===== src/rtl/synth_pkg.sv =====
// Shared note/octave encoding, tone constants and sequencer state encoding.
// Used by both the note sequencer and the switch-driven tone path.
package synth_pkg;

  typedef enum logic [2:0] {
    NOTE_C   = 3'd0,
    NOTE_D   = 3'd1,
    NOTE_E   = 3'd2,
    NOTE_F   = 3'd3,
    NOTE_G   = 3'd4,
    NOTE_A   = 3'd5,
    NOTE_B   = 3'd6,
    NOTE_END = 3'd7
  } note_e;

  typedef enum logic [1:0] {
    OCT_BASE  = 2'd0,
    OCT_UP1   = 2'd1,
    OCT_UP2   = 2'd2,
    OCT_DOWN1 = 2'd3
  } oct_e;

  localparam logic [11:0] F_C  = 12'd261;
  localparam logic [11:0] F_D  = 12'd293;
  localparam logic [11:0] F_E  = 12'd330;
  localparam logic [11:0] F_F  = 12'd349;
  localparam logic [11:0] F_G  = 12'd392;
  localparam logic [11:0] F_A  = 12'd440;
  localparam logic [11:0] F_B  = 12'd494;
  localparam logic [11:0] F_CS = 12'd277;
  localparam logic [11:0] F_DS = 12'd311;
  localparam logic [11:0] F_FS = 12'd370;
  localparam logic [11:0] F_GS = 12'd415;
  localparam logic [11:0] F_AS = 12'd466;

  localparam logic [11:0] F_RESET = F_A;

  typedef enum logic [1:0] {
    S_IDLE = 2'd0,
    S_LOAD = 2'd1,
    S_PLAY = 2'd2,
    S_GAP  = 2'd3
  } state_e;

  // Table entry layout: [9]rest [8:7]oct [6]sharp [5:3]note [2:0]dur
  typedef struct packed {
    logic       rest;
    logic [1:0] oct;
    logic       sharp;
    logic [2:0] note;
    logic [2:0] dur;
  } entry_t;

endpackage


===== src/rtl/note_to_freq.sv =====
// Combinational (note, sharp, octave) to 12-bit frequency word in Hz.
// Sharp on E and B has no effect; the END code maps to 0.
module note_to_freq
  import synth_pkg::*;
(
  input  logic [2:0]  note,
  input  logic        sharp,
  input  logic [1:0]  oct,
  output logic [11:0] freq
);

  logic [11:0] base;

  always_comb begin
    base = 12'd0;
    case (note)
      NOTE_C:  base = sharp ? F_CS : F_C;
      NOTE_D:  base = sharp ? F_DS : F_D;
      NOTE_E:  base = F_E;
      NOTE_F:  base = sharp ? F_FS : F_F;
      NOTE_G:  base = sharp ? F_GS : F_G;
      NOTE_A:  base = sharp ? F_AS : F_A;
      NOTE_B:  base = F_B;
      default: base = 12'd0;
    endcase
  end

  // Highest result is B shifted up two octaves (1976), so 12 bits never overflow.
  always_comb begin
    freq = base;
    case (oct)
      OCT_BASE:  freq = base;
      OCT_UP1:   freq = base << 1;
      OCT_UP2:   freq = base << 2;
      OCT_DOWN1: freq = base >> 1;
      default:   freq = base;
    endcase
  end

endmodule


===== src/rtl/note_sequencer.sv =====
// Melody sequencer: steps through a note table and drives freq/note_on to the tone generator.
// Define SEQ_LOOP_EN to replay the table endlessly instead of stopping with a done pulse.
module note_sequencer
  import synth_pkg::*;
#(
  parameter int DEPTH      = 16,
  parameter int AW         = 4,
  parameter int TICK_DIV   = 100000,
  parameter int UNIT_TICKS = 125,
  parameter int GAP_TICKS  = 1
) (
  input  logic          clk,
  input  logic          rst,
  input  logic          start,
  input  logic          stop,
  input  logic          wr_en,
  input  logic [AW-1:0] wr_addr,
  input  logic [9:0]    wr_data,
  output logic [11:0]   freq,
  output logic          note_on,
  output logic          busy,
  output logic [AW-1:0] step,
  output logic          done
);

  localparam int PW = (TICK_DIV > 1) ? $clog2(TICK_DIV) : 1;
  localparam int TW = 16;

  entry_t        table_mem [DEPTH];
  entry_t        rd_data_reg;
  state_e        state_reg, state_next;
  logic [AW-1:0] step_reg, step_next;
  logic [PW-1:0] prescale_reg, prescale_next;
  logic [TW-1:0] tick_reg, tick_next;
  logic [TW-1:0] dur_ticks_reg, dur_ticks_next;
  logic [11:0]   freq_reg, freq_next;
  logic          note_on_reg, note_on_next;
  logic          done_reg, done_next;
  logic [11:0]   dec_freq;
  logic          tick_end, play_end, gap_end, seq_end;

  // Read is addressed by step_next so the entry is already registered during LOAD.
  always_ff @(posedge clk) begin
    if (wr_en) table_mem[wr_addr] <= entry_t'(wr_data);
    rd_data_reg <= table_mem[step_next];
  end

  note_to_freq u_note_to_freq (
    .note  (rd_data_reg.note),
    .sharp (rd_data_reg.sharp),
    .oct   (rd_data_reg.oct),
    .freq  (dec_freq)
  );

  assign tick_end = (prescale_reg == PW'(TICK_DIV - 1));
  assign play_end = tick_end && (tick_reg == dur_ticks_reg - 1'b1);
  assign gap_end  = tick_end && (tick_reg == TW'(GAP_TICKS - 1));

  always_comb begin
    state_next     = state_reg;
    step_next      = step_reg;
    prescale_next  = prescale_reg;
    tick_next      = tick_reg;
    dur_ticks_next = dur_ticks_reg;
    freq_next      = freq_reg;
    note_on_next   = note_on_reg;
    done_next      = 1'b0;
    seq_end        = 1'b0;

    if (state_reg == S_PLAY || state_reg == S_GAP) begin
      if (tick_end) begin
        prescale_next = '0;
        tick_next     = tick_reg + 1'b1;
      end else begin
        prescale_next = prescale_reg + 1'b1;
      end
    end

    if (stop) begin
      state_next   = S_IDLE;
      note_on_next = 1'b0;
    end else begin
      case (state_reg)
        S_IDLE: begin
          if (start) begin
            step_next  = '0;
            state_next = S_LOAD;
          end
        end
        S_LOAD: begin
          if (rd_data_reg.note == NOTE_END) begin
            seq_end = 1'b1;
          end else begin
            freq_next      = dec_freq;
            note_on_next   = ~rd_data_reg.rest;
            prescale_next  = '0;
            tick_next      = '0;
            dur_ticks_next = TW'((int'(rd_data_reg.dur) + 1) * UNIT_TICKS);
            state_next     = S_PLAY;
          end
        end
        S_PLAY: begin
          if (play_end) begin
            note_on_next  = 1'b0;
            prescale_next = '0;
            tick_next     = '0;
            state_next    = S_GAP;
          end
        end
        S_GAP: begin
          if (gap_end) begin
            if (step_reg == AW'(DEPTH - 1)) begin
              step_next = '0;
              seq_end   = 1'b1;
            end else begin
              step_next  = step_reg + 1'b1;
              state_next = S_LOAD;
            end
          end
        end
        default: state_next = S_IDLE;
      endcase

      if (seq_end) begin
`ifdef SEQ_LOOP_EN
        // An END at entry 0 would otherwise reload forever with nothing to play.
        if (state_reg == S_LOAD && step_reg == '0) begin
          state_next   = S_IDLE;
          note_on_next = 1'b0;
          done_next    = 1'b1;
        end else begin
          step_next  = '0;
          state_next = S_LOAD;
        end
`else
        state_next   = S_IDLE;
        note_on_next = 1'b0;
        done_next    = 1'b1;
`endif
      end
    end
  end

  always_ff @(posedge clk) begin
    if (rst) begin
      state_reg     <= S_IDLE;
      step_reg      <= '0;
      prescale_reg  <= '0;
      tick_reg      <= '0;
      dur_ticks_reg <= '0;
      freq_reg      <= F_RESET;
      note_on_reg   <= 1'b0;
      done_reg      <= 1'b0;
    end else begin
      state_reg     <= state_next;
      step_reg      <= step_next;
      prescale_reg  <= prescale_next;
      tick_reg      <= tick_next;
      dur_ticks_reg <= dur_ticks_next;
      freq_reg      <= freq_next;
      note_on_reg   <= note_on_next;
      done_reg      <= done_next;
    end
  end

  assign freq    = freq_reg;
  assign note_on = note_on_reg;
  assign busy    = (state_reg != S_IDLE);
  assign step    = step_reg;
  assign done    = done_reg;

endmodule


===== config.mk =====
export PLATFORM = sky130hd
export DESIGN_NAME = note_sequencer
export DESIGN_NICKNAME = d
export VERILOG_FILES = /design/src/rtl/synth_pkg.sv /design/src/rtl/note_to_freq.sv /design/src/rtl/note_sequencer.sv
export SDC_FILE = /design/constraint.sdc
export NUM_CORES = 1
export LEC_CHECK = 0
export ABC_AREA = 1
export CORE_AREA = 2 2 186 188
export DETAILED_ROUTE_END_ITERATION = 8
export DIE_AREA = 0 0 188 190
export SLEW_MARGIN = 20
export SYNTH_ARGS = -nofsm -noshare
export SYNTH_HDL_FRONTEND = slang
export SYNTH_SLANG_ARGS = --single-unit
export TNS_END_PERCENT = 20

===== constraint.sdc =====
create_clock -name clk -period 5.4 [get_ports clk]
set_input_delay 1.08 -clock clk [delete_from_list [all_inputs] [get_ports clk]]
set_output_delay 1.08 -clock clk [all_outputs]
set_load 0.01 [all_outputs]

==> qor.csv, run 1 <==
metric,value,unit
cell area after synthesis,11700,um^2
Slew @ Worst Pin,1082,ps
worst path cell trace,"inv_1, ha_1, inv_1, fa_1, inv_1, fa_1, inv_1, ha_1, a21oi_1, nand2_1, a21oi_1, nor3_1, o21a_1, nor2_1, xor2_1, a21oi_1",
Tmin final,3874,ps
Synth area leader,edfxtp_1,
CTS resizes,0,
Synth cell types,44,
clk buf depth,3,
RR Startpoint,rd_data_reg[0]$_DFF_P_,
largest family of logic cells by synthesized area,simple AND/OR/NAND/NOR gates,
global-route wire length before repair,45.18,mm
largest net degree at the start of global routing,82,
Worst Path Required,5820,ps
hold path start,freq[6]$_SDFFE_PP0P_,
RSZ-0062 raised after global routing,no,
"Setup violations, final",0,
#FFs+latches synth,233,
Worst-path clk slew,60,ps
Final GP Congestion,0.8968,
number of flip-flops in the largest register,160,
Detail Route Antenna Nets,0,
mux contribution to synthesized area,0,
WHS,474.3,ps
Synth top cells by count,"inv_1 (227), nand2_1 (220), nand3_1 (215)",
Ys Warns,0,
Via Count,8856,
Synth Instances,1318,
DRC Markers,0,
Hold Crit Endpoint,freq[6]$_SDFFE_PP0P_,
"slowest stage cell, crit path",fa_1,
top_reg_cell synth,edfxtp_1,
VDD IR max,0.0002599,V
Die Span Y,190,um
Worst Skew,30.07,ps
"Worst Setup Slack, final",1526,ps
Slew HR,0.2757,
post-synthesis compound-gate area fraction,0.04630,
final hold violation count,0,
async set-reset flop share out of synthesis,0,
DRT iter0 DRCs,805,
DR WL/cell,15.79,um
gr usage total,0.1586,
syn_area_per_cell,8.878,um^2
Final Max Slew Viols,0,
PwrDens,298.1,nW/um^2
startpoint types,flip-flop,
starting density of the core,0.3447,
critical path arrival,4290,ps
cell count of the worst reg-to-reg path,16,
"EDFF count, synth",160,
layout cell share with drive strength beyond 1,0.05360,
input/output buffers,36,
clock root buffer,clkbuf_16,
CP peak stage delay,660,ps
H-tree depth,1,
Place WS,1413,ps
CTS hold repair buffers,0,
ant diodes,0,
critical path class,reg -> reg,
initial antenna violation count,0,
vias in the first global route,8238,
sequential fraction of the synthesis area,0.5355,
number of cells on the worst hold path,2,
post-CTS setup buffers,0,
"critical path fanouts, max",6,
nets,1394,
Clock Latency Late Sink,560,ps
R2R Setup Slk,1530,ps
most used standard cell by instance count after synthesis,inv_1,
most used cell along the critical path,inv_1,
Worst Hold Class,reg -> reg,
simple-gate share of the synthesized area,0.2521,
post-synthesis xor/xnor area fraction,0.02769,
filler instances,3352,
Tcrit/Tclk final,0.7174,
vias per cell,4.874,
total grt overflow,0,
endpoint class of the critical path,flip-flop,
CORE AREA,33950,um^2
Post-Syn Nets,1369,
area share of fa/ha/maj cells after synthesis,0.03871,
TNS Setup,0,ps
die area,35720,um^2
Num CTS Buffers,26,
DIE WIDTH,188,um
Reg-to-Reg End,dur_ticks_reg[10]$_SDFFE_PP0P_,
fmax,258.2,MHz
outcome,completed,
Synth top area share,0.4106,
First-pass DRT Iterations,6,
I/O pin cnt,38,
CP startpoint,rd_data_reg[0]$_DFF_P_,
top post-synthesis cells by area,"edfxtp_1 (41%), dfxtp_1 (12%), nand3_1 (9.2%), inv_1 (7.3%), nand2_1 (7.1%)",
final wirelength,28.68,mm
Leakage,5.453,nW
CTS tree,built,
max cap viols,0,
synthesis-to-layout area growth,13.33,%
Num Clock Sinks,233,
row cnt,68,
DP HPWL,18.90,mm
-- power breakdown --
part / leakage (nW) / internal, mW / switching (mW)
sequential: 2.04 / 1.94 / 0.0154
clock: 0.409 / 1.01 / 0.730
combinational: 3.01 / 0.0892 / 0.164
-- worst max path at each step --
| stage | to | slack [ps] | cells after the start |
|---|---|---|---|
| 6_report | dur_ticks_reg[10]$_SDFFE_PP0P_ | 1530 | 16 |
| 5_1_grt | dur_ticks_reg[10]$_SDFFE_PP0P_ | 1180 | 16 |
| 4_1_cts | dur_ticks_reg[10]$_SDFFE_PP0P_ | 1520 | 16 |
| 3_5_place_dp | rd_data_reg[0]$_DFF_P_ | 1410 | 8 |
| 3_3_place_gp | rd_data_reg[0]$_DFF_P_ | 1520 | 8 |
| 2_1_floorplan | dur_ticks_reg[10]$_SDFFE_PP0P_ | 1800 | 16 |
-- per-layer routing --
| layer | track usage | vias to the layer above | share of wire | wire length, um |
|---|---|---|---|---|
| li1 | - | 4348 | - | - |
| met1 | 0.2214 | 4179 | 0.47 | 13470 |
| met2 | 0.2543 | 274 | 0.45 | 12800 |
| met3 | 0.02822 | 55 | 0.060 | 1729 |
| met4 | 0.04179 | 0 | 0.024 | 682 |
| met5 | 0 | - | 0 | 0 |
-- cells by family (layout without fill, tap and decap cells) --
kind of cell	Yosys count	in the layout
xor gates and xnor gates	37	37
AOI/OAI and AO/OA	92	92
buffers and inverters	282	326
and+or+nand+nor	641	641
adders and majority gates	32	32
other	1	1
DFF	233	233
-- stage by stage --
stage | cells | area, um^2 | util | power, mW
2_1_floorplan | 1318 | 11700 | - | 2.159
3_3_place_gp | 1770 | 12420 | 0.3659 | 2.246
3_5_place_dp | 1770 | 12420 | 0.3659 | 2.250
4_1_cts | 1817 | 13260 | 0.3905 | 3.983
5_1_grt | 1817 | 13260 | 0.3906 | 4.091
6_report | 1817 | 13260 | 0.3906 | 3.954
-- area by class of cell --
class	count	area, um^2	area share
repair buffers	43	425.4	0.03208
well taps	455	569.3	0.04293
inverters	236	885.9	0.06680
clock inverters	12	130.1	0.009812
clock buffers	35	704.4	0.05312
flip-flops and latches	233	6266	0.4725
multi-input cells	803	4280	0.3228
-- cell usage in the layout (no fill, tap or decap), types with 2 or more instances in the layout --
cell type / Yosys / routed
edfxtp_1: 160 / 160
bufinv_16: 0 / 2
buf_4: 1 / 6
clkinv_2: 0 / 5
nor2_2: 3 / 5
inv_2: 8 / 8
nand2_2: 6 / 7
a221oi_1: 2 / 2
nand3b_1: 40 / 40
a21oi_1: 27 / 27
nand3_4: 2 / 2
xor2_1: 29 / 29
ha_1: 25 / 25
inv_1: 227 / 227
clkbuf_16: 0 / 26
clkbuf_1: 15 / 7
a211oi_1: 2 / 2
o221ai_1: 2 / 2
nand3_1: 215 / 215
o211ai_1: 5 / 5
clkdlybuf4s50_1: 0 / 36
o22ai_1: 4 / 4
clkinv_1: 1 / 5
clkbuf_8: 0 / 2
o21ai_0: 40 / 40
nor2_1: 126 / 124
nand4_1: 10 / 10
nand2_1: 220 / 219
or2_2: 2 / 2
xnor2_1: 8 / 8
fa_1: 7 / 7
a22oi_1: 3 / 3
nor3_1: 12 / 12
dfxtp_1: 73 / 73
-- worst max-delay path: cells and delay by family (launching register included) --
family                   cells  cell delay (ps)
adder cells (fa/ha/maj)      4             1860
AO/OA/AOI/OAI                4              540
flip-flops                   1              510
buffers and inverters        4              430
AND/OR/NAND/NOR              3              270
XOR/XNOR                     1              150
Power figures use the tool's default switching activity.
==> inputs of run 2 (changes only) <==
==> constraint.sdc (replaced) <==
create_clock -name clk -period 3.8 [get_ports clk]
set_input_delay 0.76 -clock clk [delete_from_list [all_inputs] [get_ports clk]]
set_output_delay 0.76 -clock clk [all_outputs]
set_load 0.01 [all_outputs]
==> run 2 against run 1 <==
Sequential power increased by 42%. Critical endpoint unchanged. Hold slack improved by 10 ps. Flip-flop and latch count unchanged. Largest power group unchanged.
==> qor.csv, run 2 (synthesis gave the netlist of run 1 again) <==
metric,value,unit,change
CTS resizes,0,,unchanged
critical path arrival,3900,ps,-390 ps
initial antenna violation count,0,,unchanged
VDD IR max,0.0003164,V,+22%
sequential cell area,6266,um^2,unchanged
Worst Hold Class,reg -> reg,,
ant diodes,0,,unchanged
Worst Skew,13.23,ps,-16.84 ps
Clock Latency Late Sink,530,ps,-30 ps
number of flip-flops in the largest register,160,,unchanged
Num Clock Sinks,233,,unchanged
DR WL/cell,14.79,um,-6.3%
outcome,completed,,
Top Metal Used,met4,,
clk buf depth,3,,unchanged
critical path class,reg -> reg,,
Die Span Y,190,um,unchanged
Via Count,8716,,-1.6%
"Setup violations, final",0,,unchanged
final hold violation count,0,,unchanged
CTS tree,built,,
CORE AREA,33950,um^2,unchanged
H-tree depth,1,,unchanged
met1 WL,13.26,mm,-1.6%
Detail Route Antenna Nets,0,,unchanged
clock root buffer,clkbuf_16,,
RSZ-0062 raised after global routing,no,,
Num CTS Buffers,24,,-7.7%
DIE WIDTH,188,um,unchanged
layout cell share with drive strength beyond 1,0.05698,,+0.003378
First-pass DRT Iterations,5,,-1
CTS hold repair buffers,0,,unchanged
largest net degree at the start of global routing,82,,unchanged
fmax,285.7,MHz,+11%
synthesis-to-layout area growth,13.59,%,
DR WL met2,11.78,mm,-8.0%
Tcrit/Tclk final,0.9211,,+0.2038
PwrDens,402.6,nW/um^2,+35%
starting density of the core,0.3447,,unchanged
routed wl met3,1.393,mm,-19%
"critical path fanouts, max",5,,-1
Multi-input gate area,4298,um^2,+0.41%
filler instances,3333,,-0.57%
vias per cell,4.779,,-2.0%
cell count of the worst reg-to-reg path,16,,unchanged
post-CTS setup buffers,0,,unchanged
Worst Path Required,4200,ps,-1620 ps
nets,1403,,+0.65%
TNS Setup,0,ps,unchanged
final wirelength,26.98,mm,-5.9%
Final GP Congestion,0.8643,,-3.6%
die area,35720,um^2,unchanged
global-route wire length before repair,43.29,mm,-4.2%
startpoint types,flip-flop,,
"Worst Setup Slack, final",299.8,ps,-1226 ps
Final Max Slew Viols,0,,unchanged
endpoint class of the critical path,flip-flop,,
Slew HR,0.3947,,+0.1190
gr usage total,0.1500,,-0.008578
Tmin final,3500,ps,-373.5 ps
DRC Markers,0,,unchanged
"commonest non-fill, non-tap cell in the layout",inv_1,,
row cnt,68,,unchanged
most frequent cells in the layout,"inv_1 (226), nand2_1 (219), nand3_1 (215)",,
input/output buffers,36,,unchanged
number of cells on the worst hold path,2,,unchanged
Worst-path clk slew,60,ps,about the same
total grt overflow,0,,unchanged
Slew @ Worst Pin,904.6,ps,-177.8 ps
Leakage,5.473,nW,+0.36%
Place WS,229.1,ps,-1184 ps
DRT iter0 DRCs,749,,-7.0%
vias in the first global route,8145,,-1.1%
DP HPWL,17.20,mm,-9.0%
I/O pin cnt,38,,unchanged
max cap viols,0,,unchanged
-- run 2: cell count changes in the layout (fill, tap and decap cells not counted), sizes merged --
cell	change
buf	+11
clkbuf	-3
bufinv	-1
-- run 2: routing by layer --
layer / vias to the layer above / GRT usage
met5: - / 0
li1: 4369 / -
met4: 0 / 0.03150
met1: 4088 / 0.2170
met2: 219 / 0.2379
met3: 40 / 0.02306
-- run 2: critical path: stages (launching register included) --
cell and delay [ps]:
dfxtp_1 350, inv_1 130, ha_4 310, inv_1 100, fa_2 630, inv_1 70, fa_1 490, inv_1 40
ha_1 340, a21oi_1 140, nand2_1 90, a21oi_1 130, nor3_1 50, o21a_1 170, nor2_1 100, xor2_1 150
a21oi_1 70
-- run 2: path summary, 6_finish.rpt --
check	start	endpoint	slack (ps)
worst min-delay path	freq[6]$_SDFFE_PP0P_	freq[6]$_SDFFE_PP0P_	480
worst max register to register	rd_data_reg[0]$_DFF_P_	dur_ticks_reg[10]$_SDFFE_PP0P_	300
worst max-delay path	rd_data_reg[0]$_DFF_P_	dur_ticks_reg[10]$_SDFFE_PP0P_	300
worst min register to register	freq[6]$_SDFFE_PP0P_	freq[6]$_SDFFE_PP0P_	480
-- run 2: final cells by class --
cell class,count,area share
clock buffer,32,0.04744
clock inverter,11,0.007248
inverter,236,0.06665
multi-input combinational,803,0.3234
sequential,233,0.4714
tap,455,0.04283
timing repair buffer,54,0.04104
-- run 2: where the power goes --
group          total (mW)  switching, mW  internal (mW)
logic               0.362          0.232          0.130
registers            2.78         0.0204           2.76
clock network        2.21          0.971           1.24
total                5.35           1.22           4.13
-- run 2: per-stage QoR --
step	power (mW)	util	std cells	hold slack, ps	instance area [um^2]
floorplan	3.068	-	1318	462.0	11700
global placement	3.190	0.3695	1781	466.3	12540
detailed placement	3.196	0.3695	1781	471.7	12540
CTS	5.407	0.3909	1824	489.1	13270
global route	5.557	0.3915	1824	505.2	13290
finish	5.351	0.3915	1824	484.8	13290
==> inputs of run 3 (changes only) <==
--- a/config.mk
+++ b/config.mk
@@ -9,6 +9,7 @@
 export CORE_AREA = 2 2 186 188
 export DETAILED_ROUTE_END_ITERATION = 8
 export DIE_AREA = 0 0 188 190
+export HOLD_SLACK_MARGIN = 0.15
 export SLEW_MARGIN = 20
 export SYNTH_ARGS = -nofsm -noshare
 export SYNTH_HDL_FRONTEND = slang
==> results of run 3 <==
Final layout, timing and power as in run 2 (identical DEF).
